File: config.mk
export PLATFORM = sky130hd
export DESIGN_NAME = if_id_stage_reg
export DESIGN_NICKNAME = d
export VERILOG_FILES = /design/src/rtl/if_id_stage_reg.sv
export SDC_FILE = /design/constraint.sdc
export NUM_CORES = 1
export LEC_CHECK = 0
export BUFFER_PORTS_ARGS = -buffer_cell sky130_fd_sc_hd__buf_2
export CAP_MARGIN = 5
export CORE_ASPECT_RATIO = 2
export CORE_MARGIN = 2
export CORE_UTILIZATION = 44
export DETAILED_ROUTE_END_ITERATION = 16
export PLACE_DENSITY = 0.87
export REMOVE_ABC_BUFFERS = 1
export SYNTH_ARGS = -nofsm -noshare
export SYNTH_HDL_FRONTEND = slang
export SYNTH_SLANG_ARGS = --single-unit
File: constraint.sdc
create_clock -name i_clk -period 1.6 [get_ports i_clk]
set_input_delay 0.4 -clock i_clk [delete_from_list [all_inputs] [get_ports i_clk]]
set_output_delay 0.4 -clock i_clk [all_outputs]
set_load 0.01 [all_outputs]
File: src/rtl/if_id_stage_reg.sv
// IF/ID pipeline register: captures fetch results, pre-decodes the one-hot
// immediate select for imm_gen, and supports stall (hold) and flush (bubble).
module if_id_stage_reg #(
  parameter int          PC_W     = 32,
  parameter logic [31:0] NOP_INST = 32'h0000_0013
) (
  input  logic            i_clk,
  input  logic            i_rst_n,
  input  logic            i_stall,
  input  logic            i_flush,
  input  logic            i_if_valid,
  input  logic [PC_W-1:0] i_if_pc,
  input  logic [31:0]     i_if_inst,
  input  logic            i_if_pred_taken,
  input  logic [PC_W-1:0] i_if_pred_target,
  output logic            o_id_valid,
  output logic [PC_W-1:0] o_id_pc,
  output logic [31:0]     o_id_inst,
  output logic [4:0]      o_id_imm_sel,
  output logic            o_id_pred_taken,
  output logic [PC_W-1:0] o_id_pred_target,
  output logic            o_id_illegal
);

  logic [4:0] dec_imm_sel;
  logic       dec_illegal;

  // Opcode decode happens ahead of the register so ID sees a ready one-hot select.
  always_comb begin
    dec_imm_sel = 5'b00000;
    dec_illegal = 1'b0;
    case (i_if_inst[6:0])
      7'b0000011, 7'b0010011, 7'b1100111: dec_imm_sel = 5'b00001;
      7'b0001111, 7'b1110011:             dec_imm_sel = 5'b00001;
      7'b0100011:                         dec_imm_sel = 5'b00010;
      7'b1100011:                         dec_imm_sel = 5'b00100;
      7'b1101111:                         dec_imm_sel = 5'b01000;
      7'b0110111, 7'b0010111:             dec_imm_sel = 5'b10000;
      7'b0110011:                         dec_imm_sel = 5'b00000;
      default:                            dec_illegal = 1'b1;
    endcase
  end

  // Flush beats stall so a mispredict squashes even a held instruction.
  always_ff @(posedge i_clk) begin
    if (!i_rst_n || i_flush || (!i_stall && !i_if_valid)) begin
      o_id_valid       <= 1'b0;
      o_id_pc          <= '0;
      o_id_inst        <= NOP_INST;
      o_id_imm_sel     <= 5'b00001;
      o_id_pred_taken  <= 1'b0;
      o_id_pred_target <= '0;
      o_id_illegal     <= 1'b0;
    end else if (!i_stall) begin
      o_id_valid       <= 1'b1;
      o_id_pc          <= i_if_pc;
      o_id_inst        <= i_if_inst;
      o_id_imm_sel     <= dec_imm_sel;
      o_id_pred_taken  <= i_if_pred_taken;
      o_id_pred_target <= i_if_pred_target;
      o_id_illegal     <= dec_illegal;
    end
  end

endmodule

Word level (Yosys, flattened, before mapping):

Cells that the tools add are included.
W data, S select, Z words.

* eq/ne operators: 11
* reduce and logical (&&, ||, !) cells: 9
* multiplexer cells: 2

Operators by type and width (count)
* $eq A7 B7 Y1 const B: 4
* $pmux W5 S5: 1
* $eq A7 B6 Y1 const B: 3
* $eq A7 B5 Y1 const B: 2
* $reduce_or A11 Y1: 1
* $eq A7 B2 Y1 const B: 1
* $eq A7 B4 Y1 const B: 1
* $reduce_or A5 Y1: 1
* $logic_not A1 Y1: 3
* $logic_or A1 B1 Y1: 2
* $reduce_or A2 Y1: 1
* $logic_and A1 B1 Y1: 1
* $mux W1: 1

* word-level logic and storage cells: 29
* output and inout bits: 104
* input port bits: 102
* register bits after elaboration: 104

Logic depth before layout (Yosys ltp):

* depth in word-level cells: 3
* gate-level depth with buffers: 5
* gate-level depth less buffers: 4

Worst setup path after synthesis:

No wires, ideal clock.

* path type: input to register
* start point: input port i_if_inst[5]
* end point: register o_id_illegal
* buffers on the path: 1
* stages on the path: 5
* path slack: 0.387 ns
* data required time: 1.505 ns
* arrival time: 1.118 ns
* cell sequence: buf_2 nand2_1 o21ai_0 a31o_2 a221oi_1

* cells in the longest elaborated chain, start to end: 3
* elaborated cells between the ends (all ways): 13
* classes of those cells: 11 x eq/ne; 1 x mux; 1 x reduce/logical

RTL lines
* start, declared: line 13 `input logic [31:0] i_if_inst,`
* $eq A7 B6 Y1, or another cell as far along: line 32 `case (i_if_inst[6:0])`
* $reduce_or A11 Y1 (no source line) (*)
* $mux W1 (*): line 32
* end signal, assigned: line 61 `o_id_illegal <= dec_illegal;`
* end, declared: line 22 `output logic o_id_illegal`

Every way passes the cells marked *; elsewhere a longest branch is shown, timed or not.
A chain may end at the register's enable or synchronous reset.

Final worst setup path:

* start point: register o_id_inst[23]
* end point: output port o_id_inst[23]

RTL lines
* start, declared: line 18 `output logic [31:0] o_id_inst,`
* start signal, assigned: line 57 `o_id_inst <= i_if_inst;`

No word-level cell between the ends.

==> reports/summary.txt <==
Clock Tree Root: clkbuf_16
Slew Viols, Final: 0
Reg2reg setup slack: 0.81 ns
Lkg Pwr: 0.002751 uW
Hold crit path type: primary input to flop
PortBufs: 205
Initial Util: 0.4488
Layout filler cell count: 727
Setup TNS: 0 ns
#FFs+latches synth: 104
R2R Path Start: o_id_imm_sel[0]$_SDFFE_PP1N_
Top area cells in the synthesized netlist: dfxtp_1, mux2i_1, nor2_1
Iteration-0 DRC count of the detailed router: 141
Hold_ws: 0.2900 ns
Total CTS buffers: 9
Post-synthesis area per instance: 10.57 um^2
Layout cell share with drive strength beyond 1: 0.4093
CTS tree: done
GRT met1 Usage: 0.1977
Pin count of the biggest net entering global routing: 55
Synth Area in Compound Gates: 0.03204
Post-CTS Setup Inserts: 0
Via density: 4.974
Global-route wire length before repair: 14790 um
Slew margin rel.: 0.7763
WL/cell: 14.58 um
Die Ht: 135.9 um
Detailed Routing Iterations Pass 1: 4
Share of the synthesized area in the top cell type: 0.5440
Row count: 48
Post-synth ARST share: 0
Area leader, netlist: dfxtp_1
Core area: 0.008528 mm^2
Clock Latency Late Sink: 0.34 ns
GRT Total Usage: 0.1949
Pwr/cell area: 1069 mW/mm^2
Setup crit start kind: flop
Number of global-route vias before repair: 3217
Synth Area in XOR/XNOR: 0
Fmax: 802.9 MHz
DIE AREA: 0.009506 mm^2
Synth Area in Adders: 0
Cell family with most CP delay: flip-flops
Final hold violations: 0
Crit. End Element: output port
Synth Area in Simple Gates: 0.1259
Worst EP required: 1.20 ns
I/O Pins: 206
Worst-path fanout max: 2
Post-Syn Instances: 362
Synth cell count leaders: dfxtp_1, nor2_1, mux2i_1
CTS sink cnt: 104
Ant. Diodes: 0
Clk slew on worst S/H paths: 0.07 ns
Final ANT Viol Nets: 0
Slowest-stage cell, CP: dfxtp_1
Worst Path Arrival: 0.85 ns
Hpwl dp: 7214 um
Via count: 3293
Met3 GRT Util: 0.03706
Initial antenna violation count: 0
Max VDD drop: 0.0007390 V
Met2 usage in global routing: 0.3545
Setup violators final: 0
Crit Path Class: flop to output port
DRC viols: 0
FF-to-FF End: o_id_imm_sel[0]$_SDFFE_PP1N_
Number of warnings issued by yosys: 0
WL final: 9650 um
Largest stage delay, worst path: 0.35 ns
Busiest layer in global routing: met2
Ys flop type: dfxtp_1
Width of the die: 69.95 um
Hold endpoint: o_id_inst[8]$_SDFFE_PP0N_
Number of synthesized flops with an enable pin: 0
Layout area overhead: 36.65%
RSZ-0062 raised after global routing: no
CTS H-tree depth: 3
Critical path buffers and inverters: 1
Largest family of logic cells by synthesized area: multiplexers
Slew @ Worst Pin: 0.3355 ns
Clk_skew: 0 ns
Multiplexer area fraction after synthesis: 0.2458
CP cell instances: buf_2
Cts repair resizes: 0
Status: finished, final reports clean
Reg2Reg Depth: 2
Worst hold stages: 3
Net count, final: 659
Post-synthesis sequential area ratio: 0.5440
Cts hold-fix bufs: 0
Count leader, synth: dfxtp_1
Clock buffer depth: 2
Yosys cell types: 26
Post-route minimum period: 1.245 ns
Max Cap Viol: 0
Crit share post-route: 0.7784
Grt total ovfl: 0
Global placer's final weighted congestion: 0.8180
Mapped cell area: 0.003827 mm^2
HP Start: i_if_inst[8]
==> worst max path at each step <==
stage	from	endpoint	slack [ns]	cells past startpoint
final	o_id_inst[23]$_SDFFE_PP0N_	o_id_inst[23]	0.35	1
after global routing	o_id_inst[7]$_SDFFE_PP0N_	o_id_inst[7]	0.32	1
after CTS	o_id_inst[7]$_SDFFE_PP0N_	o_id_inst[7]	0.34	1
after detailed placement	i_stall	o_id_pred_target[26]$_SDFFE_PP0N_	0.21	4
after global placement	i_stall	o_id_imm_sel[0]$_SDFFE_PP1N_	0.21	5
after floorplan	i_stall	o_id_illegal$_SDFFE_PP0N_	-1.18	2
==> cells by family after synthesis <==
kind of cell | after synthesis
AO/OA/AOI/OAI | 17
AND/OR/NAND/NOR | 114
multiplexers | 94
flip-flops | 104
buffers and inverters | 33
==> placed cells by master, fill, tap and decap left out <==
cell / count
nor3_1: 3
nand4_1: 1
a31o_2: 1
nand3b_4: 1
o211ai_4: 1
nor2b_1: 2
buf_4: 1
dfxtp_1: 104
a32oi_1: 2
buf_2: 204
o21ai_0: 3
a221oi_1: 2
nand2_1: 3
mux2i_1: 94
buf_12: 4
nor3b_2: 1
a21oi_1: 5
nor4_2: 1
clkbuf_16: 9
buf_6: 1
nand3_1: 1
clkinv_4: 3
inv_1: 7
bufinv_16: 2
nand2b_1: 1
clkbuf_1: 1
clkinvlp_4: 1
nor2_1: 99
nand4b_1: 1
a211o_1: 3
==> cell type report <==
class | instances | area, um^2 | area share
clock inverters | 6 | 93.84 | 0.01794
multi-input cells | 225 | 1554 | 0.2971
flip-flops and latches | 104 | 2082 | 0.3981
inverters | 7 | 26.28 | 0.005024
well taps | 100 | 125.1 | 0.02392
clock buffers | 10 | 229.0 | 0.04378
repair buffers | 210 | 1120 | 0.2141
==> metal layers <==
metal | routed length (um) | vias to the layer above
met5 | 0 | -
met4 | 481 | 0
met3 | 535 | 32
met2 | 5305 | 143
met1 | 3328 | 1525
li1 | - | 1593
==> sequential cells by signal, indices dropped and copies added (netlist names) <==
| signal | cells |
|---|---|
| o_id_pc | 32 |
| o_id_valid | 1 |
| o_id_pred_taken | 1 |
| o_id_imm_sel | 5 |
| o_id_inst | 32 |
| o_id_pred_target | 32 |
| o_id_illegal | 1 |
==> where the power goes <==
part	leakage, uW	internal, uW	switching, uW
Sequential	0.000845	2660	35.3
Clock	0.000153	1380	940
Combinational	0.00175	284	294
Total	0.00275	4320	1270
==> metrics by stage <==
stage / instance area (um^2) / power (uW) / worst slack [ns] / std cells / util
after floorplan: 3654 / 2998 / -1.178 / 336 / -
after global placement: 4907 / 3307 / 0.2064 / 646 / 0.5754
final: 5230 / 5592 / 0.3546 / 662 / 0.6133
after detailed placement: 4907 / 3329 / 0.2052 / 646 / 0.5754
after CTS: 5230 / 5648 / 0.3424 / 662 / 0.6133
after global routing: 5230 / 5781 / 0.3230 / 662 / 0.6133
Power figures use the tool's default switching activity.
